**src/rtl/interlayer_fifo_reader.sv**
```systemverilog
// interlayer_fifo_reader: drains one cols x rows frame from an FWFT FIFO into a tagged valid/ready stream
module interlayer_fifo_reader #(
    parameter int dw   = 8,
    parameter int aw   = 3,
    parameter int cols = 8,
    parameter int rows = 4,
    parameter int cw   = 16
) (
    input  logic          clk_i,
    input  logic          reset_i,
    input  logic          start_i,
    output logic          busy_o,
    output logic          done_o,
    input  logic [dw-1:0] fifo_dout_i,
    input  logic [aw:0]   fifo_num_val_i,
    output logic          fifo_r_en_o,
    output logic [dw-1:0] m_data_o,
    output logic          m_sol_o,
    output logic          m_eol_o,
    output logic          m_eof_o,
    output logic          m_valid_o,
    input  logic          m_ready_i
);
    typedef enum logic [1:0] {IDLE, RUN, DRAIN, DONE} state_t;
    localparam logic [cw-1:0] last_col = cw'(cols - 1);
    localparam logic [cw-1:0] last_row = cw'(rows - 1);
    state_t state_q, state_d;
    logic [cw-1:0] col_q, row_q;
    logic [1:0] occ_q;
    logic [dw+2:0] head_q, next_q, pop_word;
    logic pop, accept, tag_eol;
    // buffer entries are {eof, eol, sol, data}; leaving RUN on the eof pop stops further pops
    assign tag_eol = col_q == last_col;
    assign pop_word = {tag_eol & (row_q == last_row), tag_eol, col_q == '0, fifo_dout_i};
    assign pop = (state_q == RUN) & (fifo_num_val_i != '0) & (occ_q != 2'd2);
    assign accept = m_valid_o & m_ready_i;
    assign fifo_r_en_o = pop;
    assign m_valid_o = occ_q != 2'd0;
    assign {m_eof_o, m_eol_o, m_sol_o, m_data_o} = head_q;
    assign busy_o = (state_q == RUN) | (state_q == DRAIN);
    assign done_o = state_q == DONE;

    always_comb begin
        state_d = state_q;
        case (state_q)
            IDLE:    state_d = start_i ? RUN : IDLE;
            RUN:     state_d = (pop & pop_word[dw+2]) ? DRAIN : RUN;
            DRAIN:   state_d = (accept & m_eof_o) ? DONE : DRAIN;
            default: state_d = IDLE;
        endcase
    end

    always_ff @(posedge clk_i) begin
        if (reset_i) begin
            state_q <= IDLE;
            col_q   <= '0;
            row_q   <= '0;
            occ_q   <= '0;
            head_q  <= '0;
            next_q  <= '0;
        end else begin
            state_q <= state_d;
            if (state_q == IDLE && start_i) begin
                col_q <= '0;
                row_q <= '0;
            end else if (pop) begin
                col_q <= tag_eol ? '0 : col_q + 1'b1;
                if (tag_eol) row_q <= row_q + 1'b1;
            end
            occ_q <= occ_q + {1'b0, pop} - {1'b0, accept};
            if ((occ_q == 2'd0 && pop) || (accept && (occ_q == 2'd2 || pop)))
                head_q <= (occ_q == 2'd2) ? next_q : pop_word;
            if (pop && !accept && occ_q == 2'd1) next_q <= pop_word;
        end
    end
endmodule

```
**config.mk**
```make
export PLATFORM = sky130hd
export DESIGN_NAME = interlayer_fifo_reader
export DESIGN_NICKNAME = d
export VERILOG_FILES = /design/src/rtl/interlayer_fifo_reader.sv
export SDC_FILE = /design/constraint.sdc
export NUM_CORES = 1
export LEC_CHECK = 0
export ABC_AREA = 1
export BUFFER_PORTS_ARGS = -buffer_cell sky130_fd_sc_hd__clkbuf_2
export CORE_MARGIN = 1
export CORE_UTILIZATION = 35
export DETAILED_ROUTE_END_ITERATION = 7
export PLACE_DENSITY = 0.54
export SLEW_MARGIN = 10
export SYNTH_ARGS = -nofsm -noshare
export SYNTH_HDL_FRONTEND = slang
export SYNTH_SLANG_ARGS = --single-unit
```
**constraint.sdc**
```tcl
create_clock -name clk_i -period 2.3 [get_ports clk_i]
set_input_delay 0.345 -clock clk_i [delete_from_list [all_inputs] [get_ports clk_i]]
set_output_delay 0.345 -clock clk_i [all_outputs]
set_load 0.05 [all_outputs]
```
==> results.json, run 1 <==
{
  "r2r_setup_slack_ps": 420,
  "areaGrowthSynthToFinish_pct": 14.7,
  "root_buffer": "clkbuf_8",
  "async_reset_ff_frac": 0,
  "synthAdderAreaFrac": 0.0345,
  "met2_length_um": 3630,
  "wl_met3_um": 291,
  "synth.avg_cell_area_sq_um": 6.57,
  "final.period_utilization": 0.818,
  "grt_pass1_wl_um": 13200,
  "synth_top_family_by_area": "simple AND/OR/NAND/NOR gates",
  "yosys.area_share.simple": 0.342,
  "synth_commonest_cells": "114 x nand2_1, 77 x nor2_1, 60 x inv_1",
  "worstRegToRegCells": 8,
  "finalClockSkew_ps": 13.3,
  "path_cells": "ha_1 -> nand2_2 -> nor2_2 -> nand3_1 -> nor2_4 -> nand2_2 -> nand2_1 -> nor3_1",
  "tns_ps": 0,
  "clock_path_buffers": 2,
  "gp_congestion": 0.817,
  "crit_top_cell": "nand2_2",
  "portBuffers": 30,
  "wirelength_um": 7620,
  "hold_path_depth": 2,
  "worstHoldEndpoint": "occ_q[0]$_SDFF_PP0_",
  "crit_arrival_ps": 2100,
  "core.rowCount": 34,
  "numCtsBuffers": 9,
  "via_per_inst": 4.78,
  "synth_warnings": 0,
  "syn_inst": 497,
  "hold_class": "input port to register",
  "synth_compound_area_frac": 0.145,
  "postRouteAntennaNets": 0,
  "highest_layer": "met4",
  "final_util": 0.421,
  "synth.mux.area_fraction": 0,
  "die_w_um": 98.6,
  "slew_viol_final": 0,
  "initial_core_util": 0.367,
  "cts_tree": "done",
  "clkLatencyLatePin_ps": 340,
  "drt_pass1_iterations": 4,
  "synth-seq-area-share": 0.355,
  "synth_top_area_frac": 0.355,
  "vias": 3074,
  "grt_pass1_vias": 2851,
  "die-area_sq_mm": 0.00972,
  "synth.area.top_cells": "dfxtp_1 36%, nand2_1 13%, nor2_1 8.8%",
  "crit_type": "register to register",
  "max_cap_viol_count": 0,
  "clk_pin_slew_ps": 70,
  "grtUsageTotal": 0.170,
  "leakage_nw": 1.55,
  "final_cell_area_sq_mm": 0.00375,
  "drtIter0Drc": 112,
  "worst_setup_path_end_kind": "register",
  "layout-drive-gt1-share": 0.140,
  "core_area_sq_mm": 0.00889,
  "drc": 0,
  "synth_fp_nets": 522,
  "r2r-end": "col_q[7]$_SDFFE_PP0N_",
  "wl_per_cell_um": 11.9,
  "ys_ff_latch": 58,
  "vdd_ir_drop_max_mv": 0.346,
  "hold_viol_final": 0,
  "cpPeakStageDelay_ps": 410,
  "grt_max_degree": 25,
  "synth_edf_count": 0,
  "cp_max_fo": 15,
  "fin_crit_ps": 1880,
  "power-per-cell-area_mw_per_mm2": 843,
  "dp.cells": 627,
  "crit_slowest_cell": "dfxtp_1",
  "worst_pin_slew_ps": 587,
  "cts_hold_buffers": 0,
  "wl_met1_um": 3650,
  "antenna_found_initial": 0,
  "stdcell_count": 643,
  "finalPower_mw": 3.16,
  "grt_overflow": 0,
  "synth_most_common_cell": "nand2_1",
  "ios": 31,
  "synthDistinctLibCells": 26,
  "nNetsFinal": 555,
  "syn_area_sq_mm": 0.00327,
  "rsz0062_at_grt": "no",
  "min_from": "reset_i",
  "relSlewSlack": 0.608,
  "fmax_mhz": 531,
  "hpwl_um": 5690,
  "synth_ff_type": "dfxtp_1",
  "clkSinkCount": 58,
  "yosysTopAreaCell": "dfxtp_1",
  "r2r_start": "col_q[0]$_SDFFE_PP0N_",
  "cts_resized": 0,
  "htreeDepth": 3,
  "synth_xor_area_frac": 0.0241,
  "setup_viol_count_final": 0,
  "dpl_cell_area_sq_mm": 0.00352,
  "start_kind": "register",
  "post-cts-setup-buffers": 0,
  "required_ps": 2520,
  "run_status": "complete, no violations",
  "diodes": 0,
  "die_h_um": 98.6
}
-- placed cells by master (no fill, tap or decap), types with 5 or more instances in the layout --
master	synthesis	layout
a21oi_2	8	8
clkbuf_2	0	29
a21oi_1	41	41
nor3_1	9	9
nand2_1	114	114
nand3_1	33	33
inv_1	60	60
dfxtp_1	58	58
nand2_2	5	5
o21ai_0	38	38
buf_4	1	7
xor2_1	9	9
nor2_1	77	77
clkbuf_8	0	9
nand4_1	10	10
ha_1	9	9
-- state kept, by name, indices dropped and copies added (netlist names) --
register / flops
occ_q: 2
next_q: 11
col_q: 16
row_q: 16
state_q: 2
head_q: 11
-- layer usage --
metal  up-vias  track usage
li1       1657            -
met1      1377        0.218
met2        38        0.278
met3         2       0.0518
met4         0       0.0459
met5         -            0
-- stage by stage --
stage	hold slack, ps	setup WS, ps
global route	205	235
detailed placement	440	407
floorplan	416	475
global placement	435	468
CTS	191	401
finish	211	418
-- critical path, delay by kind of cell, from the launching register on --
kind	cells	cell delay [ps]
AND/OR/NAND/NOR	7	1110
flip-flops	1	410
adder cells (fa/ha/maj)	1	250
-- area by class of cell --
type	instances	area [sq um]
Clock buffer	9	124
Fill cell	947	5140
Tap cell	108	135
Timing Repair Buffer	37	218
Multi-Input combinational cell	364	1780
Clock inverter	7	103
Inverter	60	225
Sequential cell	58	1160
-- worst max-delay path by stage --
| stage | from | slack, ps | cells after the start | end |
|---|---|---|---|---|
| after global placement | col_q[0]$_SDFFE_PP0N_ | 470 | 8 | col_q[7]$_SDFFE_PP0N_ |
| final | col_q[0]$_SDFFE_PP0N_ | 420 | 8 | col_q[7]$_SDFFE_PP0N_ |
| after detailed placement | col_q[0]$_SDFFE_PP0N_ | 410 | 8 | col_q[7]$_SDFFE_PP0N_ |
| after global routing | col_q[0]$_SDFFE_PP0N_ | 240 | 8 | col_q[0]$_SDFFE_PP0N_ |
| after CTS | col_q[0]$_SDFFE_PP0N_ | 400 | 8 | col_q[7]$_SDFFE_PP0N_ |
| after floorplan | state_q[1]$_SDFF_PP0_ | 470 | 9 | occ_q[1]$_SDFF_PP0_ |
-- logic make-up (layout without fill, tap and decap cells) --
logic type	count (synthesis)	count (layout)
compound gates	88	88
fa+ha+maj	9	9
simple gates	258	258
buf+inv	75	113
xor+xnor	9	9
flops	58	58
-- where the power goes --
group	internal (mW)	total (mW)	switching [mW]
combinational	0.236	0.917	0.681
sequential	1.11	1.17	0.0599
clock	0.619	1.07	0.456
total	1.96	3.16	1.20
No activity file was read; power rests on OpenSTA's default activity.
==> inputs of run 2 (changes only) <==
--- a/config.mk
+++ b/config.mk
@@ -10,7 +10,7 @@
 export CORE_MARGIN = 1
 export CORE_UTILIZATION = 35
 export DETAILED_ROUTE_END_ITERATION = 7
-export PLACE_DENSITY = 0.54
+export PLACE_DENSITY = 0.56
 export SLEW_MARGIN = 10
 export SYNTH_ARGS = -nofsm -noshare
 export SYNTH_HDL_FRONTEND = slang
==> constraint.sdc (replaced) <==
create_clock -name clk_i -period 1.61 [get_ports clk_i]
set_input_delay 0.2415 -clock clk_i [delete_from_list [all_inputs] [get_ports clk_i]]
set_output_delay 0.2415 -clock clk_i [all_outputs]
set_load 0.05 [all_outputs]
==> results.json, run 2 (synthesis gave the netlist of run 1 again) <==
{
  "run_status": "complete, but fails checks",
  "violations": "setup timing",
  "nFillCells": 922,
  "diodes": 0,
  "fin_crit_ps": 1620,
  "crit_arrival_ps": 1380,
  "dpl_cell_area_sq_mm": 0.00364,
  "p_switching_mw": 1.73,
  "vias": 3216,
  "r2r_setup_slack_ps": 90,
  "multiInputGateArea_sq_mm": 0.00184,
  "clkSinkCount": 58,
  "clock_path_buffers": 2,
  "htreeDepth": 3,
  "cts_hold_buffers": 0,
  "wirelength_um": 8080,
  "vdd_ir_drop_max_mv": 0.676,
  "cts_tree": "done",
  "largest_registers": "col_q x16, row_q x16",
  "required_ps": 1370,
  "postRouteAntennaNets": 0,
  "cp_top_family": "buffers and inverters",
  "min_from": "reset_i",
  "areaGrowthSynthToFinish_pct": 23.1,
  "final.period_utilization": 1.01,
  "slew_viol_final": 0,
  "p_sw_frac": 0.363,
  "holdWs_ps": 117,
  "gp_congestion": 0.923,
  "grt_pass1_wl_um": 13800,
  "die_w_um": 98.6,
  "path_cells": "inv_2 -> ha_4 -> nand3_4 -> inv_4 -> buf_12 -> buf_12",
  "p_seq_frac": 0.354,
  "numCtsBuffers": 9,
  "drt_pass1_iterations": 4,
  "grt_max_degree": 24,
  "crit_buf_inv": 4,
  "tns_ps": -9.40,
  "path_depth": 6,
  "power-per-cell-area_mw_per_mm2": 1190,
  "clkLatencyLatePin_ps": 340,
  "crit_top_cell": "buf_12",
  "portBuffers": 30,
  "cpPeakStageDelay_ps": 340,
  "finalPower_mw": 4.77,
  "grtUsageTotal": 0.178,
  "power_frac_clock": 0.341,
  "layout-drive-gt1-share": 0.195,
  "worst_pin_slew_ps": 399,
  "final_cell_area_sq_mm": 0.00402,
  "setup.worst_path.end": "fifo_r_en_o",
  "wl_per_cell_um": 12.2,
  "drc": 0,
  "worst_setup_path_end_kind": "output port",
  "startpoint": "state_q[1]$_SDFF_PP0_",
  "fmax_mhz": 618,
  "r2r_start": "occ_q[1]$_SDFF_PP0_",
  "register_area_sq_mm": 0.00117,
  "setup_viol_count_final": 1,
  "grt_overflow": 0,
  "hold_viol_final": 0,
  "rsz0062_at_grt": "yes",
  "root_buffer": "clkbuf_8",
  "drtIter0Drc": 136,
  "initial_core_util": 0.367,
  "start_kind": "register",
  "stdcell_count": 661,
  "internal_power_mw": 3.04,
  "comb_power_share": 0.305,
  "final_common_cell": "nand2_1",
  "core.rowCount": 34,
  "via_per_inst": 4.87,
  "core_area_sq_mm": 0.00889,
  "r2r-end": "occ_q[1]$_SDFF_PP0_",
  "antenna_found_initial": 0,
  "die-area_sq_mm": 0.00972,
  "timing.final.ws_setup_ps": -9.40,
  "die_h_um": 98.6,
  "crit_type": "register to output port",
  "leakage_nw": 1.68,
  "grt_pass1_vias": 3012,
  "ios": 31,
  "crit_slowest_cell": "dfxtp_2",
  "hold_class": "input port to register",
  "relSlewSlack": 0.733,
  "cp_max_fo": 12,
  "hpwl_um": 5840,
  "nNetsFinal": 573,
  "worstRegToRegCells": 8,
  "mostFrequentLayoutCells": "113 x nand2_1, 75 x nor2_1, 58 x inv_1",
  "finalClockSkew_ps": 9.40,
  "clk_pin_slew_ps": 70,
  "dp.cells": 639,
  "max_cap_viol_count": 0
}
-- run 2: cell types whose count changed in the layout (fill, tap and decap cells not counted), sizes merged --
| cell | change |
|---|---|
| buf | +19 |
| bufinv | +1 |
| clkinvlp | -1 |
| inv | -1 |
-- run 2: worst reg2reg max path, cell delays in order (launching register included) --
cell,delay [ps]
dfxtp_2,350
nor2_2,140
nor2_2,70
ha_1,280
inv_1,40
ha_1,190
xor2_1,170
o21ai_1,120
a21oi_1,50
-- run 2: power groups by stage --
stage	sequential [mW]	clock [mW]	combinational (mW)
floorplan	2.04	0	0.675
global placement	1.70	0	1.37
detailed placement	1.71	0	1.39
CTS	1.68	1.67	1.43
global route	1.71	1.74	1.62
finish	1.69	1.63	1.45
-- run 2: worst min-delay path by stage --
| stage | cells after the start | end | slack [ps] |
|---|---|---|---|
| 3_3_place_gp | 2 | next_q[1]$_SDFFE_PP0P_ | 430 |
| 5_1_grt | 2 | occ_q[0]$_SDFF_PP0_ | 100 |
| 3_5_place_dp | 2 | next_q[5]$_SDFFE_PP0P_ | 440 |
| 6_report | 2 | occ_q[0]$_SDFF_PP0_ | 120 |
| 2_1_floorplan | 1 | occ_q[0]$_SDFF_PP0_ | 310 |
| 4_1_cts | 2 | occ_q[0]$_SDFF_PP0_ | 100 |
-- run 2: what timing repair did --
| item | in CTS | in global routing |
|---|---|---|
| pin swaps | 1 | 3 |
| gates resized for setup | 13 | 14 |
| hold endpoints to repair | 0 | 0 |
| setup endpoints to repair | 5 | 36 |
| setup buffers | 4 | 2 |
-- run 2: per-layer routing --
metal / GRT usage / part of all wire
met3: 0.0390 / 0.027
met1: 0.224 / 0.48
met5: 0 / 0
met4: 0.0735 / 0.020
met2: 0.297 / 0.47
-- run 2: per-stage QoR --
| stage | util | setup slack (ps) |
|---|---|---|
| final | 0.452 | -9.40 |
| after global routing | 0.452 | -91.6 |
| after CTS | 0.445 | -22.1 |
| after detailed placement | 0.409 | 39.6 |
| after global placement | 0.409 | 68.4 |
| after floorplan | - | 30.1 |
-- run 2: cell type report --
cell class / count / share of cell area
clock inverter: 6 / 0.0261
multi-input combinational: 364 / 0.458
tap: 108 / 0.0336
sequential: 58 / 0.291
timing repair buffer: 55 / 0.103
clock buffer: 10 / 0.0317
inverter: 60 / 0.0566
==> inputs of run 3 (changes only) <==
--- a/config.mk
+++ b/config.mk
@@ -10,7 +10,7 @@
 export CORE_MARGIN = 1
 export CORE_UTILIZATION = 35
 export DETAILED_ROUTE_END_ITERATION = 7
-export PLACE_DENSITY = 0.56
+export PLACE_DENSITY = 0.54
 export SLEW_MARGIN = 10
 export SYNTH_ARGS = -nofsm -noshare
 export SYNTH_HDL_FRONTEND = slang
==> constraint.sdc (replaced) <==
create_clock -name clk_i -period 1.95 [get_ports clk_i]
set_input_delay 0.2925 -clock clk_i [delete_from_list [all_inputs] [get_ports clk_i]]
set_output_delay 0.2925 -clock clk_i [all_outputs]
set_load 0.05 [all_outputs]
==> results.json, run 3 (synthesis gave the netlist of run 1 again) <==
{
  "run_status": "complete, no violations",
  "power-per-cell-area_mw_per_mm2": 953,
  "relSlewSlack": 0.612,
  "vias": 3085,
  "dp.cells": 629,
  "fin_crit_ps": 1820,
  "drt_pass1_iterations": 4,
  "postRouteAntennaNets": 0,
  "nFillCells": 953,
  "rsz0062_at_grt": "no",
  "multiInputGateArea_sq_mm": 0.00178,
  "vdd_ir_drop_max_mv": 0.372,
  "wl_per_cell_um": 11.8,
  "initial_core_util": 0.367,
  "largest_registers": "col_q x16, row_q x16",
  "drc": 0,
  "die_w_um": 98.6,
  "final_util": 0.422,
  "setup_viol_count_final": 0,
  "grt_pass1_vias": 2920,
  "grt_overflow": 0,
  "clk_pin_slew_ps": 80,
  "cts_hold_buffers": 0,
  "diodes": 0,
  "timing.final.ws_setup_ps": 126,
  "layout-drive-gt1-share": 0.147,
  "dp_worst_setup_slack_ps": 196,
  "slew_viol_final": 0,
  "register_area_sq_mm": 0.00116,
  "antenna_found_initial": 0,
  "root_buffer": "clkbuf_8",
  "required_ps": 1660,
  "drtIter0Drc": 109,
  "numCtsBuffers": 9,
  "worst_pin_slew_ps": 582,
  "areaGrowthSynthToFinish_pct": 14.9,
  "grt_max_degree": 25,
  "worst_setup_path_end_kind": "output port",
  "via_per_inst": 4.78,
  "cp_max_fo": 13,
  "finalClockSkew_ps": 14.5,
  "hold_viol_final": 0,
  "clkLatencyLatePin_ps": 340,
  "htreeDepth": 3,
  "max_cap_viol_count": 0,
  "holdWs_ps": 153,
  "stdcell_count": 645,
  "portBuffers": 30,
  "fmax_mhz": 548,
  "die_h_um": 98.6,
  "tns_ps": 0,
  "hpwl_um": 5680,
  "grtUsageTotal": 0.171,
  "nNetsFinal": 557,
  "ios": 31,
  "core_area_sq_mm": 0.00889,
  "grt_pass1_wl_um": 13400,
  "crit_arrival_ps": 1530,
  "gp_congestion": 0.801,
  "final.period_utilization": 0.935,
  "leakage_nw": 1.55,
  "die-area_sq_mm": 0.00972,
  "clock_path_buffers": 2,
  "dpl_cell_area_sq_mm": 0.00355,
  "clkSinkCount": 58,
  "cts_tree": "done",
  "start_kind": "register",
  "mostFrequentLayoutCells": "114 x nand2_1, 77 x nor2_1, 59 x inv_1",
  "core.rowCount": 34,
  "finalPower_mw": 3.58,
  "crit_type": "register to output port",
  "final_common_cell": "nand2_1",
  "hold_class": "input port to register",
  "final_cell_area_sq_mm": 0.00375,
  "wirelength_um": 7630
}
-- run 3: cell count changes in the layout (fill, tap and decap cells not counted), moves of 2 or more --
cell | before | now
buf_12 | 5 | 2
buf_4 | 21 | 7
bufinv_16 | 3 | 1
clkinv_4 | 0 | 2
dfxtp_1 | 51 | 58
dfxtp_2 | 7 | 0
ha_1 | 6 | 8
ha_4 | 3 | 0
nor2_1 | 75 | 77
-- run 3: layout make-up --
cell class | count | area share
multi-input combinational | 364 | 0.475
sequential | 58 | 0.309
timing repair buffer | 39 | 0.0674
inverter | 60 | 0.0600
tap | 108 | 0.0360
clock buffer | 9 | 0.0330
clock inverter | 7 | 0.0187
-- run 3: path summary, 6_finish.rpt --
check | startpoint | to | slack, ps | cells past startpoint
worst max-delay path | state_q[1]$_SDFF_PP0_ | fifo_r_en_o | 130 | 6
worst min-delay path | reset_i | occ_q[0]$_SDFF_PP0_ | 150 | 2
worst max register to register | col_q[0]$_SDFFE_PP0N_ | col_q[7]$_SDFFE_PP0N_ | 190 | 8
worst min register to register | next_q[2]$_SDFFE_PP0P_ | next_q[2]$_SDFFE_PP0P_ | 450 | 2
-- run 3: metal layers --
layer,wire length (um),global-route usage
met1,3930,0.225
met2,3480,0.281
met3,195,0.0369
met4,29,0.0482
met5,0,0
-- run 3: what timing repair did --
item                                    CTS  global route
gates resized for setup                   2             2
setup buffers                             0             0
pin swaps                                 0             0
endpoints found under the setup margin    1             1
-- run 3: power breakdown --
| group | internal, mW | leakage [nW] | switching (mW) |
|---|---|---|---|
| sequential | 1.31 | 0.470 | 0.0682 |
| clock | 0.587 | 0.0990 | 0.515 |
| combinational | 0.295 | 0.983 | 0.803 |
-- run 3: critical path, cell delays in order, from the launching register on --
cell and delay, ps:
dfxtp_1 330, inv_1 110, ha_2 230, nand3_2 100
inv_2 100, buf_8 160, buf_12 140
